[src/rtl/sar_scan_ctrl.sv]
// sar_scan_ctrl: multi-channel conversion sequencer for the 8-bit SAR ADC core.
// Scans the enabled channels in ascending order, drives the analog mux select,
// waits for the mux to settle, fires a one-cycle cnvst, captures the result on
// eoc and offers it on a valid/ready port.
// Optional build macro: SAR_AVG4_EN (four back-to-back conversions per channel,
// averaged by truncating the RES+2 bit sum).
module sar_scan_ctrl #(
    parameter int NCH        = 4,
    parameter int CHW        = 2,
    parameter int RES        = 8,
    parameter int SETTLE_CYC = 3,
    parameter int TIMEOUT    = 31
) (
    input  logic           clk,
    input  logic           rst_n,
    input  logic           i_scan_start,
    input  logic           i_cont,
    input  logic           i_abort,
    input  logic [NCH-1:0] i_ch_mask,
    output logic           o_cnvst,
    input  logic           i_eoc,
    input  logic [RES-1:0] i_sar,
    output logic [CHW-1:0] o_ch_sel,
    output logic [RES-1:0] o_res_data,
    output logic [CHW-1:0] o_res_ch,
    output logic           o_res_valid,
    input  logic           i_res_ready,
    output logic           o_busy,
    output logic           o_scan_done,
    output logic           o_timeout_err
);

    localparam logic [2:0] S_IDLE   = 3'd0;
    localparam logic [2:0] S_SETTLE = 3'd1;
    localparam logic [2:0] S_CONV   = 3'd2;
    localparam logic [2:0] S_WAIT   = 3'd3;
    localparam logic [2:0] S_OUT    = 3'd4;
    localparam logic [2:0] S_NEXT   = 3'd5;

    localparam int              TW         = $clog2(TIMEOUT + 1);
    localparam logic [3:0]      SETTLE_LIM = 4'(SETTLE_CYC);
    localparam logic [TW-1:0]   TO_LOAD    = TW'(TIMEOUT);
    localparam logic [TW-1:0]   TO_LAST    = TW'(1);

    logic [2:0]     r_state;
    logic [3:0]     r_settle_cnt;
    logic [TW-1:0]  r_tcnt;
    logic [NCH-1:0] r_mask;
    logic [CHW-1:0] r_ch_sel;
    logic [RES-1:0] r_res_data;
    logic [CHW-1:0] r_res_ch;
    logic           r_res_valid;
    logic           r_busy;
    logic           r_scan_done;
    logic           r_timeout_err;
    logic           r_cnvst;

    logic [CHW-1:0] w_start_idx;
    logic [CHW-1:0] w_wrap_idx;
    logic [CHW-1:0] w_next_idx;
    logic           w_next_found;

`ifdef SAR_AVG4_EN
    logic [RES+1:0] r_acc;
    logic [1:0]     r_sample;
    logic [RES+1:0] w_acc_sum;

    // Running sum including the sample arriving this cycle
    always_comb begin
        w_acc_sum = r_acc + {2'b00, i_sar};
    end
`endif

    // Channel pickers: lowest bit of the incoming mask, lowest bit of the latched
    // mask (wrap in continuous mode), and next latched bit above the current channel
    always_comb begin
        w_start_idx  = '0;
        w_wrap_idx   = '0;
        w_next_idx   = '0;
        w_next_found = 1'b0;
        for (int i = NCH - 1; i >= 0; i--) begin
            if (i_ch_mask[i]) begin
                w_start_idx = CHW'(i);
            end
            if (r_mask[i]) begin
                w_wrap_idx = CHW'(i);
            end
            if (r_mask[i] && (i > int'(r_ch_sel))) begin
                w_next_idx   = CHW'(i);
                w_next_found = 1'b1;
            end
        end
    end

    // Scan sequencer; abort outranks eoc and the result handshake
    always_ff @(posedge clk or negedge rst_n) begin
        if (!rst_n) begin
            r_state       <= S_IDLE;
            r_settle_cnt  <= '0;
            r_tcnt        <= '0;
            r_mask        <= '0;
            r_ch_sel      <= '0;
            r_res_data    <= '0;
            r_res_ch      <= '0;
            r_res_valid   <= 1'b0;
            r_busy        <= 1'b0;
            r_scan_done   <= 1'b0;
            r_timeout_err <= 1'b0;
            r_cnvst       <= 1'b0;
`ifdef SAR_AVG4_EN
            r_acc         <= '0;
            r_sample      <= '0;
`endif
        end else begin
            r_cnvst     <= 1'b0;
            r_scan_done <= 1'b0;
            if (i_abort && (r_state != S_IDLE)) begin
                r_state     <= S_IDLE;
                r_busy      <= 1'b0;
                r_res_valid <= 1'b0;
            end else begin
                case (r_state)
                    S_IDLE: begin
                        if (i_scan_start && (|i_ch_mask)) begin
                            r_mask        <= i_ch_mask;
                            r_ch_sel      <= w_start_idx;
                            r_busy        <= 1'b1;
                            r_timeout_err <= 1'b0;
                            r_settle_cnt  <= '0;
                            r_state       <= S_SETTLE;
                        end
                    end
                    S_SETTLE: begin
                        if (r_settle_cnt == SETTLE_LIM) begin
                            r_cnvst <= 1'b1;
                            r_state <= S_CONV;
`ifdef SAR_AVG4_EN
                            r_acc    <= '0;
                            r_sample <= '0;
`endif
                        end else begin
                            r_settle_cnt <= r_settle_cnt + 4'd1;
                        end
                    end
                    S_CONV: begin
                        r_tcnt  <= TO_LOAD;
                        r_state <= S_WAIT;
                    end
                    S_WAIT: begin
                        if (i_eoc) begin
`ifdef SAR_AVG4_EN
                            if (r_sample == 2'd3) begin
                                r_res_data  <= w_acc_sum[RES+1:2];
                                r_res_ch    <= r_ch_sel;
                                r_res_valid <= 1'b1;
                                r_state     <= S_OUT;
                            end else begin
                                r_acc    <= w_acc_sum;
                                r_sample <= r_sample + 2'd1;
                                r_cnvst  <= 1'b1;
                                r_state  <= S_CONV;
                            end
`else
                            r_res_data  <= i_sar;
                            r_res_ch    <= r_ch_sel;
                            r_res_valid <= 1'b1;
                            r_state     <= S_OUT;
`endif
                        end else if (r_tcnt == TO_LAST) begin
                            r_timeout_err <= 1'b1;
                            r_state       <= S_NEXT;
                        end else begin
                            r_tcnt <= r_tcnt - TO_LAST;
                        end
                    end
                    S_OUT: begin
                        if (i_res_ready) begin
                            r_res_valid <= 1'b0;
                            r_state     <= S_NEXT;
                        end
                    end
                    S_NEXT: begin
                        if (w_next_found) begin
                            r_ch_sel     <= w_next_idx;
                            r_settle_cnt <= '0;
                            r_state      <= S_SETTLE;
                        end else if (i_cont) begin
                            r_ch_sel     <= w_wrap_idx;
                            r_settle_cnt <= '0;
                            r_state      <= S_SETTLE;
                        end else begin
                            r_busy      <= 1'b0;
                            r_scan_done <= 1'b1;
                            r_state     <= S_IDLE;
                        end
                    end
                    default: begin
                        r_state <= S_IDLE;
                        r_busy  <= 1'b0;
                    end
                endcase
            end
        end
    end

    assign o_cnvst       = r_cnvst;
    assign o_ch_sel      = r_ch_sel;
    assign o_res_data    = r_res_data;
    assign o_res_ch      = r_res_ch;
    assign o_res_valid   = r_res_valid;
    assign o_busy        = r_busy;
    assign o_scan_done   = r_scan_done;
    assign o_timeout_err = r_timeout_err;

endmodule

[config.mk]
export PLATFORM = sky130hd
export DESIGN_NAME = sar_scan_ctrl
export DESIGN_NICKNAME = d
export VERILOG_FILES = /design/src/rtl/sar_scan_ctrl.sv
export SDC_FILE = /design/constraint.sdc
export NUM_CORES = 1
export LEC_CHECK = 0
export BUFFER_PORTS_ARGS = -buffer_cell sky130_fd_sc_hd__buf_2
export CAP_MARGIN = 10
export CORE_MARGIN = 5
export CORE_UTILIZATION = 40
export CTS_CLUSTER_DIAMETER = 100
export DETAILED_ROUTE_END_ITERATION = 10
export GPL_ROUTABILITY_DRIVEN = 0
export HOLD_SLACK_MARGIN = 0.15
export MAX_ROUTING_LAYER = met4
export RECOVER_POWER = 25
export SLEW_MARGIN = 20
export SYNTH_ARGS = -nofsm -noshare
export SYNTH_HDL_FRONTEND = slang
export SYNTH_SLANG_ARGS = --single-unit
[constraint.sdc]
create_clock -name clk -period 2 [get_ports clk]
set_input_delay 0.1 -clock clk [delete_from_list [all_inputs] [get_ports clk]]
set_output_delay 0.1 -clock clk [all_outputs]
set_load 0.02 [all_outputs]
**Word-level counts from Yosys, hierarchy flattened**

Index checks and enable logic that the tools add are counted.

- Register bits after elaboration: 33
- Input port bits: 19
- Output and inout port bits: 17
- Word-level logic and storage cells: 117

- Add/sub/neg operators: 2
- Magnitude comparators: 3
- Equality and inequality tests: 21
- Muxes and demuxes: 55
- Bitwise gates (word level): 1
- Reductions and logical operators: 23

Operators by type and width:

| cell | count |
|---|---|
| 2-bit two-way mux | 14 |
| 1-bit two-way mux | 22 |
| 3-bit inequality test, second input constant | 7 |
| 3-bit two-way mux | 6 |
| 3-bit case mux with 6 select lines | 1 |
| 4-bit two-way mux | 4 |
| 4-bit AND reduction | 4 |
| 4-bit case mux with 3 select lines | 1 |
| 5-bit two-way mux | 2 |
| 2-bit inequality test, second input constant | 5 |
| 5-bit case mux with 2 select lines | 1 |
| 5-bit AND reduction | 2 |
| 3-bit AND reduction | 3 |
| 3-bit nonzero test | 3 |
| 4-bit OR reduction | 2 |
| 3-bit by 2-bit equality test with 1-bit output, second input constant | 2 |
| 3-bit equality test, second input constant | 2 |
| 2-bit nonzero test | 3 |
| 5-bit by 1-bit equality test with 1-bit output, second input constant | 1 |
| 1-bit logical AND | 5 |
| 5-bit by 1-bit subtractor with 5-bit output, second input constant | 1 |
| 4-bit by 1-bit adder with 4-bit output, second input constant | 1 |
| 4-bit by 2-bit equality test with 1-bit output, second input constant | 1 |
| 2-bit > comparator, first input constant | 2 |
| other kinds (9) | 10 |

**Logic depth before layout (Yosys ltp)**

Gate-level depths: netlist (run 1).

- Depth after elaboration: 8
- Gate-level depth with buffers: 8
- Gate-level depth less buffers: 7

**Least setup slack after synthesis (run 1)**

No wires, ideal clock.

- Kind: register to register
- Start point: reg r_ch_sel[1] (netlist: o_ch_sel[1])
- End point: reg r_ch_sel[0] (netlist: o_ch_sel[0])
- Setup time: 0.126 ns
- Arrival time: 1.606 ns
- Data required time: 1.874 ns
- Path slack: 0.268 ns
- Stages on the path, launching flop included: 7
- Buffers on the path: 1
- Period minus slack after synthesis: 1.732 ns
- Cell sequence: dfrtp_1 -> buf_6 -> nand2b_1 -> a21o_1 -> a211oi_4 -> nor2_1 -> a221o_1

- Longest elaborated chain between the ends: 7
- Elaborated cells on any way between the ends: 16
- Classes of those cells: order compare: 3; eq/ne: 1; mux: 8; reduce/logical: 4

RTL lines:

| what | line | text |
|---|---|---|
| start: declaration | 49 | `logic [CHW-1:0] r_ch_sel;` |
| start signal: assignment | 126 | `r_ch_sel <= w_start_idx;` |
| start signal: assignment | 184 | `r_ch_sel <= w_next_idx;` |
| start signal: assignment | 188 | `r_ch_sel <= w_wrap_idx;` |
| 2-bit > comparator | 88 | `if (r_mask[i] && (i > int'(r_ch_sel))) begin` |
| 1-bit logical AND | 88 |  |
| 1-bit two-way mux / 2-bit two-way mux (equally long branches) (3 in a row) | 88 |  |
| 3-bit inequality test (no line) / 2-bit two-way mux (equally long branches) | n/a |  |
| 4-bit AND reduction (no line) / 2-bit case mux with 2 select lines (equally long branches) | n/a |  |

Parallel ways exist; a longest one is shown, timed or not.
A chain may end at the register's enable or synchronous reset.

**Final worst setup path (run 1)**

- Start point: reg r_settle_cnt[1]
- End point: reg r_settle_cnt[0]

- Longest elaborated chain between the ends: 3

RTL lines:

| what | line | text |
|---|---|---|
| start: declaration | 46 | `logic [3:0] r_settle_cnt;` |
| start signal: assignment | 142 | `r_settle_cnt <= r_settle_cnt + 4'd1;` |
| 4-bit by 2-bit equality test with 1-bit output | 134 | `if (r_settle_cnt == SETTLE_LIM) begin` |
| 2-bit inequality test (no line) | n/a |  |
| 5-bit AND reduction (no line) | n/a |  |

Every way passes these cells.

==> report_table.html, run 1 <==
<table>
<tr><th>Metric</th><th>Value</th></tr>
<tr><th colspan="2">Finish</th></tr>
<tr><td>Commonest non-fill, non-tap cell in the layout</td><td>dfrtp_1</td></tr>
<tr><td>Antenna Diode Count</td><td>0</td></tr>
<tr><td>Ratio of cells with drive above 1 in the final layout</td><td>about a quarter</td></tr>
<tr><td>Post-layout net count</td><td>~250</td></tr>
<tr><td>Commonest cells after routing, fill and taps aside</td><td>dfrtp_1 (33), buf_2 (19), nor2_1 (18)</td></tr>
<tr><td>Area delta synth-&gt;final</td><td>25.1%</td></tr>
<tr><th colspan="2">Floorplan</th></tr>
<tr><td>Number of primary I/O pins</td><td>36</td></tr>
<tr><td>DIE AREA</td><td>5780 um^2</td></tr>
<tr><td>Floorplan die width</td><td>~76 um</td></tr>
<tr><td>Core box area</td><td>4290 um^2</td></tr>
<tr><td>Initial Utilization</td><td>approximately two fifths</td></tr>
<tr><td>Vertical die dimension</td><td>about 76 um</td></tr>
<tr><td>Number of rows created at floorplan</td><td>24</td></tr>
<tr><th colspan="2">Setup path</th></tr>
<tr><td>Worst reg2reg path depth</td><td>6</td></tr>
<tr><td>Max stage delay on crit path</td><td>0.49 ns</td></tr>
<tr><td>Critical register-to-register path startpoint</td><td>r_settle_cnt[1]$_DFFE_PN0P_</td></tr>
<tr><td>Worst path arrival time</td><td>2.00 ns</td></tr>
<tr><td>Maximum fanout along the worst path</td><td>4</td></tr>
<tr><td>CP Capture Type</td><td>flop</td></tr>
<tr><td>Capturing point of the worst reg2reg path</td><td>r_settle_cnt[0]$_DFFE_PN0P_</td></tr>
<tr><td>Flop2flop setup slack</td><td>between 0.2 and 0.25 ns</td></tr>
<tr><td>Critical Path, Cell by Cell</td><td>ha_1, or3b_2, nand2_1, nor2_1, nor3_1, mux2_2</td></tr>
<tr><td>Data required time of the critical path</td><td>around 2.2 ns</td></tr>
<tr><td>Worst-path cell with the longest stage delay</td><td>or3b_2</td></tr>
<tr><td>Type of the worst setup path</td><td>flop to flop</td></tr>
<tr><td>Worst setup SP type</td><td>flop</td></tr>
<tr><th colspan="2">Pwr</th></tr>
<tr><td>Combinational fraction of design power</td><td>37.1%</td></tr>
<tr><td>Standby leakage power</td><td>0.000989 uW</td></tr>
<tr><td>Pwr Density</td><td>1140 nW/um^2</td></tr>
<tr><td>Internal</td><td>1550 uW</td></tr>
<tr><td>Clk network pwr share</td><td>19.7%</td></tr>
<tr><td>Relative contribution of sequential cells to total power</td><td>43.1%</td></tr>
<tr><td>Power spent charging and discharging nets</td><td>935 uW</td></tr>
<tr><td>Sw frac</td><td>a little under two fifths</td></tr>
<tr><td>Worst supply voltage drop on vdd</td><td>0.000540 V</td></tr>
<tr><th colspan="2">Clock network</th></tr>
<tr><td>Post-cts sizing count</td><td>0</td></tr>
<tr><td>Clock sink count</td><td>33</td></tr>
<tr><td>Number of levels in the clock H-tree</td><td>2</td></tr>
<tr><td>Max Root-Sink Buffers</td><td>2</td></tr>
<tr><td>Post-cts hold buffer count</td><td>15</td></tr>
<tr><td>TritonCTS buffer count</td><td>5</td></tr>
<tr><td>CTS root buffer</td><td>clkbuf_8</td></tr>
<tr><td>Clock slew seen by the registers of the worst setup and hold paths</td><td>approximately 0.06 ns</td></tr>
<tr><td>Number of setup buffers added after CTS</td><td>0</td></tr>
<tr><td>Clock latency of the later-clocked register in the worst-skew pair</td><td>roughly 0.28 ns</td></tr>
<tr><td>Clock tree from TritonCTS</td><td>done</td></tr>
<tr><th colspan="2">Synth</th></tr>
<tr><td>Mean area per synthesized cell</td><td>10.1 um^2</td></tr>
<tr><td>Post-synthesis sequential element count</td><td>33</td></tr>
<tr><td>Yosys warns</td><td>0</td></tr>
<tr><td>Share of synthesized area occupied by flip-flops and latches</td><td>between 40% and 50%</td></tr>
<tr><td>Cell area after technology mapping</td><td>between 1500 and 2000 um^2</td></tr>
<tr><td>Primary flip-flop cell chosen by synthesis mapping</td><td>dfrtp_1</td></tr>
<tr><td>Area leader, netlist</td><td>dfrtp_1</td></tr>
<tr><td>Post-Synthesis Net Count</td><td>194</td></tr>
<tr><td>Number of synthesized flops with an enable pin</td><td>0</td></tr>
<tr><td>Cells after Synth</td><td>172</td></tr>
<tr><td>Synth top area cells</td><td>dfrtp_1 (47%), mux2_2 (9.0%), nor2_1 (3.9%)</td></tr>
<tr><td>Post-synthesis async set-or-reset flop share</td><td>100%</td></tr>
<tr><td>Fraction of synthesized cell area taken by the top area cell type</td><td>47.3%</td></tr>
<tr><td>Post-synth cell types</td><td>46</td></tr>
<tr><th colspan="2">STA</th></tr>
<tr><td>Upper clock frequency limit</td><td>between 0.5 and 0.6 GHz</td></tr>
<tr><td>Transition time at the pin with the least slew margin</td><td>0.832 ns</td></tr>
<tr><td>Setup WS post-layout</td><td>roughly 0.21 ns</td></tr>
<tr><td>Final setup violating endpoints</td><td>0</td></tr>
<tr><td>Relative slew slack</td><td>44.5%</td></tr>
<tr><td>Count of final hold-check violations</td><td>0</td></tr>
<tr><td>Clock skew</td><td>0.00469 ns</td></tr>
<tr><td>Period utilisation layout</td><td>89.4%</td></tr>
<tr><td>Final TNS setup</td><td>0 ns</td></tr>
<tr><td>Final critical delay including setup and external delays</td><td>1.79 ns</td></tr>
<tr><td>Unrepaired setup endpoints after global routing</td><td>no</td></tr>
<tr><td>Final Slew Violations</td><td>0</td></tr>
<tr><th colspan="2">Drt</th></tr>
<tr><td>Routed wirelength normalized by instance count</td><td>14.1 um</td></tr>
<tr><td>DR pass1 iterations</td><td>4</td></tr>
<tr><td>Routed wire length</td><td>3900 um</td></tr>
<tr><td>First-iteration detailed-routing DRC count</td><td>92</td></tr>
<tr><td>Detail-routed via count per cell</td><td>~5.4</td></tr>
<tr><td>Drc violations</td><td>0</td></tr>
<tr><td>Final ANT Viol Nets</td><td>0</td></tr>
<tr><td>Vias</td><td>1,493</td></tr>
<tr><th colspan="2">Global routing</th></tr>
<tr><td>Number of antenna violations at the first check in global routing</td><td>0</td></tr>
<tr><td>Vias in the first global route</td><td>1,434</td></tr>
<tr><td>Remaining global-route overflow</td><td>0</td></tr>
<tr><td>Largest net degree at the start of global routing</td><td>34</td></tr>
<tr><td>Wire length of the first global-routing pass</td><td>6790 um</td></tr>
<tr><td>Total global routing track utilization</td><td>between 10% and 20%</td></tr>
<tr><th colspan="2">Placed design</th></tr>
<tr><td>Post-place setup slack</td><td>0.226 ns</td></tr>
<tr><td>Post-DP HPWL</td><td>between 2000 and 3000 um</td></tr>
<tr><td>Port bufs</td><td>35</td></tr>
<tr><th colspan="2">Flow run</th></tr>
<tr><td>Max-cap check violation count</td><td>0</td></tr>
<tr><th colspan="2">Min path</th></tr>
<tr><td>Hold Crit Class</td><td>input pin to flop</td></tr>
<tr><td>Worst hold endpoint</td><td>o_res_valid$_DFFE_PN0P_</td></tr>
<tr><td>Worst Hold Depth</td><td>4</td></tr>
<tr><td>Worst min-delay path startpoint</td><td>i_res_ready</td></tr>
<tr><th colspan="2">Status</th></tr>
<tr><td>Run status</td><td>complete, no violations</td></tr>
</table>
[worst max-delay path: cells and delay by family, from the launching register on]
kind | cells | cell delay [ns]
adder cells (fa/ha/maj) | 1 | 0.20
flip-flops | 1 | 0.38
AND/OR/NAND/NOR | 4 | 0.94
multiplexers | 1 | 0.22
[sequential cells by signal (all words and copies together) (netlist names)]
name	cells
o_res_ch	2
o_cnvst	1
o_res_valid	1
r_mask	4
r_settle_cnt	4
o_timeout_err	1
o_res_data	8
r_tcnt	5
o_scan_done	1
r_state	3
o_busy	1
o_ch_sel	2
[metrics by stage]
stage	instance area (um^2)	total power (uW)	utilization [%]	instances	hold slack, ns
finish	2180	2490	50.8	276	0.252
CTS	2200	2540	51.3	276	0.214
floorplan	1750	1730	-	172	-0.196
global placement	1970	1960	45.8	254	0.210
global route	2180	2690	50.8	276	0.251
detailed placement	1970	2000	45.8	254	0.221
[routing by layer]
layer	GRT usage (%)	vias to the layer above	share of wire [%]
li1	-	732	-
met1	18.3	725	43
met2	23.1	34	53
met3	3.31	2	3.8
met4	5.24	0	0.38
met5	-	-	0
[synth_stat cells, types with 3 or more instances]
library cell  number
dfrtp_1           33
o21ai_0            9
nor2b_1            3
a31oi_1            5
inv_1              6
nor3_1             8
a21oi_1           11
clkbuf_1           4
mux2_2            14
buf_2              4
nand2_1           12
ha_1               3
o22ai_1            3
nor2_1            18
[worst max-delay path by stage]
stage	from	endpoint	slack (ns)	depth (start not counted)
finish	r_settle_cnt[1]$_DFFE_PN0P_	r_settle_cnt[0]$_DFFE_PN0P_	0.21	6
global route	r_state[2]$_DFFE_PN0P_	o_ch_sel[0]$_DFFE_PN0P_	0.08	5
CTS	r_state[2]$_DFFE_PN0P_	o_ch_sel[0]$_DFFE_PN0P_	0.22	5
detailed placement	r_state[2]$_DFFE_PN0P_	o_ch_sel[0]$_DFFE_PN0P_	0.23	5
global placement	r_state[1]$_DFFE_PN0P_	r_mask[1]$_DFFE_PN0P_	0.27	4
floorplan	o_ch_sel[1]$_DFFE_PN0P_	o_ch_sel[0]$_DFFE_PN0P_	0.27	6
[power by group through the flow]
| stage | Clock, uW | Sequential, uW | Combinational, uW |
|---|---|---|---|
| 2_1_floorplan | 0 | 1100 | 623 |
| 3_3_place_gp | 0 | 1060 | 900 |
| 3_5_place_dp | 0 | 1080 | 918 |
| 4_1_cts | 519 | 1070 | 947 |
| 5_1_grt | 548 | 1110 | 1040 |
| 6_report | 491 | 1070 | 924 |
[area by class of cell]
cell class / count / area [um^2]
Inverter: 6 / 22.5
Timing Repair Buffer: 55 / 344
Fill cell: 389 / 2110
Tap cell: 52 / 65.1
Clock buffer: 7 / 86.3
Multi-Input combinational cell: 123 / 840
Sequential cell: 33 / 826
[cell families (layout without fill, tap and decap cells)]
group	Yosys count	in the layout	synth area share [%]
adders and majority gates	3	3	2.15
and+or+nand+nor	59	59	18.2
AOI/OAI and AO/OA	46	46	18.1
DFF	33	33	47.3
muxes	15	15	9.61
buffers and inverters	16	68	4.59
No activity file was read; power rests on OpenSTA's default activity.
==> run 2: changes to the inputs <==
--- a/config.mk
+++ b/config.mk
@@ -9,6 +9,7 @@
 export CAP_MARGIN = 10
 export CORE_MARGIN = 5
 export CORE_UTILIZATION = 40
+export CTS_BUF_LIST = sky130_fd_sc_hd__clkbuf_8
 export CTS_CLUSTER_DIAMETER = 100
 export DETAILED_ROUTE_END_ITERATION = 10
 export GPL_ROUTABILITY_DRIVEN = 0
==> report_table.html, run 2 (synthesis results as in run 1) <==
<table>
<tr><th>Metric</th><th>Value</th></tr>
<tr><th colspan="2">Status</th></tr>
<tr><td>Run status</td><td>complete, no violations (unchanged)</td></tr>
<tr><th colspan="2">Global routing</th></tr>
<tr><td>Number of antenna violations at the first check in global routing</td><td>0 (unchanged)</td></tr>
<tr><td>Remaining global-route overflow</td><td>0 (unchanged)</td></tr>
<tr><td>Total global routing track utilization</td><td>14.6% (unchanged)</td></tr>
<tr><td>Largest net degree at the start of global routing</td><td>34 (unchanged)</td></tr>
<tr><td>Vias in the first global route</td><td>1,434 (unchanged)</td></tr>
<tr><td>Wire length of the first global-routing pass</td><td>6790 um (unchanged)</td></tr>
<tr><th colspan="2">Drt</th></tr>
<tr><td>Final ANT Viol Nets</td><td>0 (unchanged)</td></tr>
<tr><td>Drc violations</td><td>0 (unchanged)</td></tr>
<tr><td>First-iteration detailed-routing DRC count</td><td>94 (was 92)</td></tr>
<tr><td>Detail-routed via count per cell</td><td>5.38 (was 5.41)</td></tr>
<tr><td>Vias</td><td>1,484 (was 1,493)</td></tr>
<tr><td>Routed wire length</td><td>3900 um (about the same)</td></tr>
<tr><td>DR pass1 iterations</td><td>4 (unchanged)</td></tr>
<tr><td>Routed wirelength normalized by instance count</td><td>14.1 um (about the same)</td></tr>
<tr><th colspan="2">Finish</th></tr>
<tr><td>Register area</td><td>826 um^2 (unchanged)</td></tr>
<tr><td>Fill cell instance count of the final layout</td><td>389 (unchanged)</td></tr>
<tr><td>Commonest cells after routing, fill and taps aside</td><td>dfrtp_1 (33), buf_2 (19), nor2_1 (18) (unchanged)</td></tr>
<tr><td>Area of the multi-input gates</td><td>840 um^2 (unchanged)</td></tr>
<tr><td>Ratio of cells with drive above 1 in the final layout</td><td>23.7% (unchanged)</td></tr>
<tr><td>Commonest non-fill, non-tap cell in the layout</td><td>dfrtp_1 (unchanged)</td></tr>
<tr><td>Post-layout net count</td><td>246 (unchanged)</td></tr>
<tr><td>Max FFs per register</td><td>8 (unchanged)</td></tr>
<tr><td>Antenna Diode Count</td><td>0 (unchanged)</td></tr>
<tr><td>Area delta synth-&gt;final</td><td>25.1% (unchanged)</td></tr>
<tr><th colspan="2">Setup path</th></tr>
<tr><td>Worst path arrival time</td><td>2.01 ns (was 2.00 ns)</td></tr>
<tr><td>Max stage delay on crit path</td><td>0.49 ns (about the same)</td></tr>
<tr><td>Critical Path, Cell by Cell</td><td>ha_1, or3b_2, nand2_1, nor2_1, nor3_1, mux2_2 (unchanged)</td></tr>
<tr><td>Maximum fanout along the worst path</td><td>4 (unchanged)</td></tr>
<tr><td>Cell family with the largest share of critical-path delay</td><td>simple AND/OR/NAND/NOR gates (unchanged)</td></tr>
<tr><td>Worst-path cell with the longest stage delay</td><td>or3b_2 (unchanged)</td></tr>
<tr><td>CP Capture Type</td><td>flop (unchanged)</td></tr>
<tr><td>Critical path buffers and inverters</td><td>0 (unchanged)</td></tr>
<tr><td>Type of the worst setup path</td><td>flop to flop (unchanged)</td></tr>
<tr><td>Worst setup SP type</td><td>flop (unchanged)</td></tr>
<tr><td>Data required time of the critical path</td><td>2.22 ns (was 2.21 ns)</td></tr>
<tr><th colspan="2">Pwr</th></tr>
<tr><td>Relative contribution of sequential cells to total power</td><td>43.1% (about the same)</td></tr>
<tr><td>Sw frac</td><td>37.8% (was 37.6%)</td></tr>
<tr><td>Total power consumption of the routed design</td><td>2490 uW (about the same)</td></tr>
<tr><td>Combinational fraction of design power</td><td>37.1% (about the same)</td></tr>
<tr><td>Worst supply voltage drop on vdd</td><td>0.000540 V (about the same)</td></tr>
<tr><td>Internal</td><td>1550 uW (about the same)</td></tr>
<tr><td>Clk network pwr share</td><td>19.7% (about the same)</td></tr>
<tr><td>Power spent charging and discharging nets</td><td>940 uW (was 935 uW)</td></tr>
<tr><td>Standby leakage power</td><td>0.000993 uW (was 0.000989 uW)</td></tr>
<tr><td>Pwr Density</td><td>1140 nW/um^2 (about the same)</td></tr>
<tr><th colspan="2">Clock network</th></tr>
<tr><td>Clock latency of the later-clocked register in the worst-skew pair</td><td>0.28 ns (about the same)</td></tr>
<tr><td>Clock slew seen by the registers of the worst setup and hold paths</td><td>0.07 ns (was 0.06 ns)</td></tr>
<tr><td>Number of setup buffers added after CTS</td><td>0 (unchanged)</td></tr>
<tr><td>Clock sink count</td><td>33 (unchanged)</td></tr>
<tr><td>Number of levels in the clock H-tree</td><td>2 (unchanged)</td></tr>
<tr><td>Clock tree from TritonCTS</td><td>done (unchanged)</td></tr>
<tr><td>CTS root buffer</td><td>clkbuf_8 (unchanged)</td></tr>
<tr><td>Max Root-Sink Buffers</td><td>2 (unchanged)</td></tr>
<tr><td>TritonCTS buffer count</td><td>5 (unchanged)</td></tr>
<tr><th colspan="2">Floorplan</th></tr>
<tr><td>Number of rows created at floorplan</td><td>24 (unchanged)</td></tr>
<tr><td>DIE AREA</td><td>5780 um^2 (unchanged)</td></tr>
<tr><td>Initial Utilization</td><td>40.6% (unchanged)</td></tr>
<tr><td>Vertical die dimension</td><td>76.1 um (unchanged)</td></tr>
<tr><td>Number of primary I/O pins</td><td>36 (unchanged)</td></tr>
<tr><td>Floorplan die width</td><td>76.1 um (unchanged)</td></tr>
<tr><td>Core box area</td><td>4290 um^2 (unchanged)</td></tr>
<tr><th colspan="2">Placed design</th></tr>
<tr><td>Port bufs</td><td>35 (unchanged)</td></tr>
<tr><td>Post-DP HPWL</td><td>2850 um (unchanged)</td></tr>
<tr><th colspan="2">STA</th></tr>
<tr><td>Unrepaired setup endpoints after global routing</td><td>no (unchanged)</td></tr>
<tr><td>Final setup violating endpoints</td><td>0 (unchanged)</td></tr>
<tr><td>Count of final hold-check violations</td><td>0 (unchanged)</td></tr>
<tr><td>Upper clock frequency limit</td><td>0.560 GHz (was 0.559 GHz)</td></tr>
<tr><td>Final TNS setup</td><td>0 ns (unchanged)</td></tr>
<tr><td>Relative slew slack</td><td>44.9% (was 44.5%)</td></tr>
<tr><td>Transition time at the pin with the least slew margin</td><td>0.827 ns (was 0.832 ns)</td></tr>
<tr><td>Final Slew Violations</td><td>0 (unchanged)</td></tr>
<tr><td>Period utilisation layout</td><td>89.4% (about the same)</td></tr>
<tr><td>Final critical delay including setup and external delays</td><td>1.79 ns (about the same)</td></tr>
<tr><td>Clock skew</td><td>0.00511 ns (was 0.00469 ns)</td></tr>
<tr><th colspan="2">Min path</th></tr>
<tr><td>Hold Crit Class</td><td>input pin to flop (unchanged)</td></tr>
<tr><th colspan="2">Flow run</th></tr>
<tr><td>Max-cap check violation count</td><td>0 (unchanged)</td></tr>
</table>
[run 2: worst paths after layout]
check | start | end | slack, ns | depth (start not counted)
worst max-delay path | r_settle_cnt[1]$_DFFE_PN0P_ | r_settle_cnt[0]$_DFFE_PN0P_ | 0.21 | 6
worst min-delay path | i_res_ready | o_res_valid$_DFFE_PN0P_ | 0.25 | 4
worst max register to register | r_settle_cnt[1]$_DFFE_PN0P_ | r_settle_cnt[0]$_DFFE_PN0P_ | 0.21 | 6
worst min register to register | o_res_data[7]$_DFFE_PN0P_ | o_res_data[7]$_DFFE_PN0P_ | 0.51 | 1
max in group asynchronous | rst_n | o_res_data[6]$_DFFE_PN0P_ | 1.03 | 2
min in group asynchronous | rst_n | r_tcnt[1]$_DFFE_PN0P_ | 0.45 | 2
[run 2: layout make-up]
class / instances / share of cell area, %
Multi-Input combinational cell: 123 / 38.5
Inverter: 6 / 1.03
Timing Repair Buffer: 55 / 15.8
Clock buffer: 6 / 3.78
Tap cell: 52 / 2.98
Clock inverter: 1 / 0.172
Sequential cell: 33 / 37.8
[run 2: what timing repair did]
action,4_1_cts,5_1_grt
hold endpoints to repair,47,0
endpoints found under the setup margin,0,0
gates resized for setup,0,0
hold buffers,15,0
[run 2: worst min-delay path: stages]
cell,delay (ns)
buf_2,0.10
a21oi_1,0.06
o21ai_0,0.17
a22oi_1,0.06
[run 2: power by group through the flow]
stage | Combinational, uW | Sequential [uW] | Clock (uW)
finish | 924 | 1070 | 491
global route | 1040 | 1110 | 544
CTS | 947 | 1070 | 514
detailed placement | 918 | 1080 | 0
global placement | 900 | 1060 | 0
floorplan | 623 | 1100 | 0
[run 2: routing by layer]
layer	wire length, um	global-route usage [%]	up-vias
met5	0	-	-
met4	51	5.24	0
met3	127	3.31	6
met2	2050	23.1	27
met1	1670	18.3	721
li1	-	-	730
[run 2: through the flow]
stage	utilization (%)	setup WS (ns)	cell area, um^2	std cells	hold WS, ns
after global placement	45.8	0.269	1970	254	0.210
after CTS	51.3	0.219	2200	276	0.213
after floorplan	-	0.268	1750	172	-0.196
after global routing	50.8	0.0825	2180	276	0.250
after detailed placement	45.8	0.226	1970	254	0.221
final	50.8	0.213	2180	276	0.248
